## src/rtl/display_scan_driver.sv

```systemverilog
// Four-digit multiplexed seven-segment scan driver with double-buffered value load.
// Latency: Anodes/Segments/FrameTick registered, one cycle behind the scan counters.
// Backpressure: Ready low while pending holds an unshown value; it clears at the next frame wrap.
//
// Ports:
//   Clock, Reset      - single rising-edge clock, asynchronous active-high reset
//   Load, Value       - write strobe and 16-bit value (digit0 = Value[3:0])
//   Ready             - pending register empty, a Load will be accepted
//   Segments, Anodes  - active-low {g,f,e,d,c,b,a} and active-low one-hot digit enables
//   FrameTick         - one-cycle pulse following each frame wrap
// Optional feature: define LEADING_ZERO_BLANK_EN to blank leading zero digits 3..1.
module display_scan_driver #(
    parameter int unsigned DIV   = 100000,
    parameter int unsigned BLANK = 1000
) (
    input  logic        Clock,
    input  logic        Reset,
    input  logic        Load,
    input  logic [15:0] Value,
    output logic        Ready,
    output logic [6:0]  Segments,
    output logic [3:0]  Anodes,
    output logic        FrameTick
);

    localparam int CW = (DIV > 1) ? $clog2(DIV) : 1;
    localparam logic [CW-1:0] CNT_LAST  = CW'(DIV - 1);
    localparam logic [CW-1:0] CNT_BLANK = CW'(BLANK);

    typedef enum logic {
        ST_BLANK = 1'b0,
        ST_SHOW  = 1'b1
    } state_t;

    logic [CW-1:0] cnt_q, cnt_d;
    logic [1:0]    dig_q, dig_d;
    state_t        state_q, state_d;
    logic [15:0]   act_q;
    logic [15:0]   pend_q;
    logic          pend_vld_q;
    logic [6:0]    seg_q;
    logic [3:0]    an_q;
    logic          tick_q;

    logic          slot_end;
    logic          wrap;
    logic          accept;
    logic [3:0]    nibble;
    logic [6:0]    seg_show;
    logic [3:0]    an_show;

    function automatic logic [6:0] hex7(input logic [3:0] n);
        logic [6:0] s;
        case (n)
            4'h0: s = 7'b1000000;
            4'h1: s = 7'b1111001;
            4'h2: s = 7'b0100100;
            4'h3: s = 7'b0110000;
            4'h4: s = 7'b0011001;
            4'h5: s = 7'b0010010;
            4'h6: s = 7'b0000010;
            4'h7: s = 7'b1111000;
            4'h8: s = 7'b0000000;
            4'h9: s = 7'b0010000;
            4'hA: s = 7'b0001000;
            4'hB: s = 7'b0000011;
            4'hC: s = 7'b1000110;
            4'hD: s = 7'b0100001;
            4'hE: s = 7'b0000110;
            default: s = 7'b0001110;
        endcase
        return s;
    endfunction

    always_comb begin
        slot_end = (cnt_q == CNT_LAST);
        wrap     = slot_end && (dig_q == 2'd3);
        accept   = Load && !pend_vld_q;
        cnt_d    = slot_end ? '0 : cnt_q + 1'b1;
        dig_d    = slot_end ? dig_q + 2'd1 : dig_q;
        // State tracks the counter value of the cycle it is held in, so every
        // slot (counter back at 0) starts blanked.
        state_d  = (cnt_d < CNT_BLANK) ? ST_BLANK : ST_SHOW;
        nibble   = act_q[{dig_q, 2'b00} +: 4];
        seg_show = hex7(nibble);
        an_show  = ~(4'b0001 << dig_q);
`ifdef LEADING_ZERO_BLANK_EN
        // A digit is dark when it and every more significant nibble are zero.
        case (dig_q)
            2'd3:    if (act_q[15:12] == 4'h0)  seg_show = 7'b1111111;
            2'd2:    if (act_q[15:8]  == 8'h00) seg_show = 7'b1111111;
            2'd1:    if (act_q[15:4]  == 12'h0) seg_show = 7'b1111111;
            default: ;
        endcase
`endif
    end

    always_ff @(posedge Clock or posedge Reset) begin
        if (Reset) begin
            cnt_q      <= '0;
            dig_q      <= 2'd0;
            state_q    <= ST_BLANK;
            act_q      <= 16'h0000;
            pend_q     <= 16'h0000;
            pend_vld_q <= 1'b0;
            seg_q      <= 7'b1111111;
            an_q       <= 4'b1111;
            tick_q     <= 1'b0;
        end else begin
            cnt_q   <= cnt_d;
            dig_q   <= dig_d;
            state_q <= state_d;
            tick_q  <= wrap;
            if (state_q == ST_BLANK) begin
                an_q  <= 4'b1111;
                seg_q <= 7'b1111111;
            end else begin
                an_q  <= an_show;
                seg_q <= seg_show;
            end
            // The output register for the last digit3 cycle samples act_q
            // before this edge, so the swap lands exactly on a frame boundary.
            if (wrap && pend_vld_q) begin
                act_q      <= pend_q;
                pend_vld_q <= 1'b0;
            end
            // Accept only when empty, so it never collides with a transfer;
            // a load on the wrap edge itself waits for the following wrap.
            if (accept) begin
                pend_q     <= Value;
                pend_vld_q <= 1'b1;
            end
        end
    end

    assign Ready     = ~pend_vld_q;
    assign Segments  = seg_q;
    assign Anodes    = an_q;
    assign FrameTick = tick_q;

endmodule

```

## config.mk

```make
export PLATFORM = sky130hd
export DESIGN_NAME = display_scan_driver
export DESIGN_NICKNAME = d
export VERILOG_FILES = /design/src/rtl/display_scan_driver.sv
export SDC_FILE = /design/constraint.sdc
export NUM_CORES = 1
export LEC_CHECK = 0
export CELL_PAD_IN_SITES_DETAIL_PLACEMENT = 1
export CELL_PAD_IN_SITES_GLOBAL_PLACEMENT = 2
export CORE_ASPECT_RATIO = 0.9
export CORE_MARGIN = 1.5
export CORE_UTILIZATION = 35
export CTS_CLUSTER_DIAMETER = 80
export DETAILED_ROUTE_END_ITERATION = 12
export PLACE_DENSITY_LB_ADDON = 0.1
export REMOVE_ABC_BUFFERS = 1
export SYNTH_ARGS = -nofsm -noshare
export SYNTH_HDL_FRONTEND = slang
export SYNTH_SLANG_ARGS = --single-unit
export TNS_END_PERCENT = 10
```

## constraint.sdc

```tcl
create_clock -name Clock -period 2.03 [get_ports Clock]
set_input_delay 0.5075 -clock Clock [delete_from_list [all_inputs] [get_ports Clock]]
set_output_delay 0.5075 -clock Clock [all_outputs]
set_load 0.005 [all_outputs]
```

==> reports/results.ini <==
[die]
initial_utilization_pct = 36.7
std_cell_rows = 32
dieHeight_um = 93.8
io_pins = 32
die_w_um = 104
die_area_um2 = 9740
core-area_um2 = 8730

[place]
port_buffers = 31
dpl.cell_count = 417
pre_cts_ws_ns = 0.0263
hpwl_um = 4930
gp_congestion = 0.842

[power_and_ir_drop]
p_switching_uw = 593
powerDensity_nw_per_um2 = 646
p_int_uw = 2010
pwr-share-seq_pct = 52.2
power.leakage_uw = 0.00172
finalPower_uw = 2600
switching_share_pct = 22.8
ir_drop_mv = 0.350
comb_power_share_pct = 4.2
clkPwrFrac_pct = 43.6

[drt]
firstDrtPassIters = 4
wl_per_cell_um = 15.5
drcViolationCount = 0
wirelength_um = 6760
drt_iter0_drc = 65
ant_nets = 0
viasPerCell = 4.82
via_count = 2097

[critical_path]
endpoint_kind = flop
required_ns = 2.30
worst_r2r_startpoint = dig_q[0]$_DFFE_PP0N_
worstPathMaxFanout = 6
critPathLaunchType = flop
cp.arrival_ns = 2.17
criticalPathCategory = flop to flop
r2r_cells = 6
rr_endpoint = Segments[0]$_DFF_PP1_
r2r_slack_ns = 0.13
cp-endpoint = Segments[0]$_DFF_PP1_
crit_path_start = dig_q[0]$_DFFE_PP0N_

[yosys]
async_reset_ff_share_pct = 100
synth_commonest_cells = 54 x dfrtp_1, 24 x mux2_2, 21 x nand2_1, 17 x nor2_1
ys_seq_elements = 65
yosysSeqAreaShare_pct = 51.2
yosysTopAreaCell = dfrtp_1
synth_area_leaders = dfrtp_1 42%, dfstp_2 9.0%, mux2_2 8.4%, ha_1 4.3%, mux2_4 4.2%
yosysWarnings = 0
synth_edf_count = 0
synth_ff_type = dfrtp_1
synth_top_area_share_pct = 42.2
yosysMostFrequentCell = dfrtp_1
synthesis.area_um2 = 3200
avgSynthCellArea_um2 = 12.5
synth_cell_types = 44
synthCells = 257

[layout]
layout.cells.non_filler = 435
n_antenna_cell = 0
fill_cells = 963
drive_gt1_share_pct = 33.2
area_growth_pct = 25.6
fin_util_pct = 46.1
nets = 341

[grt]
overflow = 0
grt_pass1_wl_um = 11700
grt_use_met2_pct = 22.9
met1_usage_pct = 22.1
antenna_found_initial = 0
track_usage_pct = 15.6
use_met3_pct = 3.95
grt_max_degree = 32
grt-busiest-layer = met2
grt_pass1_vias = 2254

[clock_network]
clock_sinks = 65
clockRootBuffer = clkbuf_8
path_clk_slew_ns = 0.08
cts_hold_buf = 0
clkLatencyLatePin_ns = 0.34
htree_levels = 3
tritoncts = done
cts_made_buffers = 9
cts_buffer_depth = 2

[sta]
tightest_slew_ns = 0.449
slew-limit-headroom_pct = 69.8
max_freq_mhz = 526
hold_viol = 0
setup_viol = 0
setup_ws_ns = 0.127
rsz0062_at_grt = yes
min_period_ns = 1.90
tns_ns = 0
finalCritPeriodShare_pct = 93.7
finalMaxSlewViolations = 0
skew_ns = 0.00845

[outcome]
status = finished clean

[job]
drv_cap = 0

[min_path]
hold_path.class = input pin to asynchronous set/reset pin

repair_timing:
item                                    in CTS  in global routing
setup buffers                                0                  2
endpoints found under the setup margin       0                  6
gates resized for setup                      0                  2
cell families (layout without fill, tap and decap cells):
group,count (synthesis),after routing,synth area share [%]
and+or+nand+nor,80,80,15.3
DFF,65,65,51.2
muxes,40,40,16.4
AOI/OAI and AO/OA,23,23,4.73
buffers and inverters,22,81,3.67
xor gates and xnor gates,16,16,4.37
adders and majority gates,11,11,4.30
state kept, by name (all words and copies together) (netlist names):
signal	flops
state_q	1
cnt_q	17
Segments	7
pend_vld_q	1
dig_q	2
pend_q	16
FrameTick	1
Anodes	4
act_q	16
power groups by stage:
stage | Clock (µW) | Combinational, µW | Sequential (µW)
CTS | 1180 | 112 | 1360
detailed placement | 0 | 113 | 1380
global route | 1240 | 121 | 1360
floorplan | 0 | 55.7 | 1370
global placement | 0 | 109 | 1380
finish | 1130 | 108 | 1360
routing by layer:
metal,wire length [µm],share of wire [%]
met4,102,1.5
met3,203,3.0
met5,0,0
met2,2970,44
met1,3480,51
worst min-delay path by stage:
stage / startpoint / to / slack [ns] / cells after the start
2_1_floorplan: cnt_q[0]$_DFF_PP0_ / cnt_q[0]$_DFF_PP0_ / 0.43 / 1
3_3_place_gp: cnt_q[0]$_DFF_PP0_ / cnt_q[0]$_DFF_PP0_ / 0.44 / 1
3_5_place_dp: cnt_q[0]$_DFF_PP0_ / cnt_q[0]$_DFF_PP0_ / 0.46 / 1
4_1_cts: Reset / cnt_q[6]$_DFF_PP0_ / 0.45 / 2
5_1_grt: Reset / cnt_q[7]$_DFF_PP0_ / 0.48 / 2
6_report: Reset / cnt_q[6]$_DFF_PP0_ / 0.46 / 2
critical path, stage by stage (launching register included):
cell	delay (ns)
dfrtp_2	0.44
mux4_2	0.60
inv_1	0.14
ha_1	0.24
nor2b_1	0.19
a21oi_1	0.06
o211ai_1	0.17
final cells by class:
cell class / instances / area, µm² / share of cell area, %
Multi-Input combinational cell: 170 / 1450 / 36.0
Inverter: 10 / 37.5 / 0.933
Clock inverter: 6 / 67.6 / 1.68
Sequential cell: 65 / 1640 / 40.8
Clock buffer: 10 / 138 / 3.42
Tap cell: 119 / 149 / 3.70
Timing Repair Buffer: 55 / 541 / 13.4
stage by stage:
stage / cell area (µm²) / hold WS (ns)
2_1_floorplan: 3120 / 0.433
3_3_place_gp: 3800 / 0.443
3_5_place_dp: 3800 / 0.457
4_1_cts: 4000 / 0.454
5_1_grt: 4020 / 0.479
6_report: 4020 / 0.457
cells in the final DEF (no fill, tap or decap), types with 2 or more instances in the layout:
cell type and n:
mux2_2 24, nor4_2 3, nand2_2 2, or3_1 2, nand4_4 2, mux4_2 4, and2_1 2, a21oi_1 6
xnor2_1 11, nand4_1 2, buf_4 20, clkdlybuf4s50_1 31, mux2i_1 3, nand2b_1 3, nor2_1 17, o21ai_0 4
buf_12 4, dfrtp_1 53, ha_1 11, clkbuf_8 10, nor2b_1 3, dfstp_2 11, mux2_4 9, clkinvlp_4 2
nor4_1 2, o21a_1 2, and4_1 2, nand3_1 9, nor4_4 2, clkinv_4 2, o21ai_1 2, xor2_1 5
o211ai_1 5, inv_1 9, nand2_1 21
No activity file was read; power rests on OpenSTA's default activity.
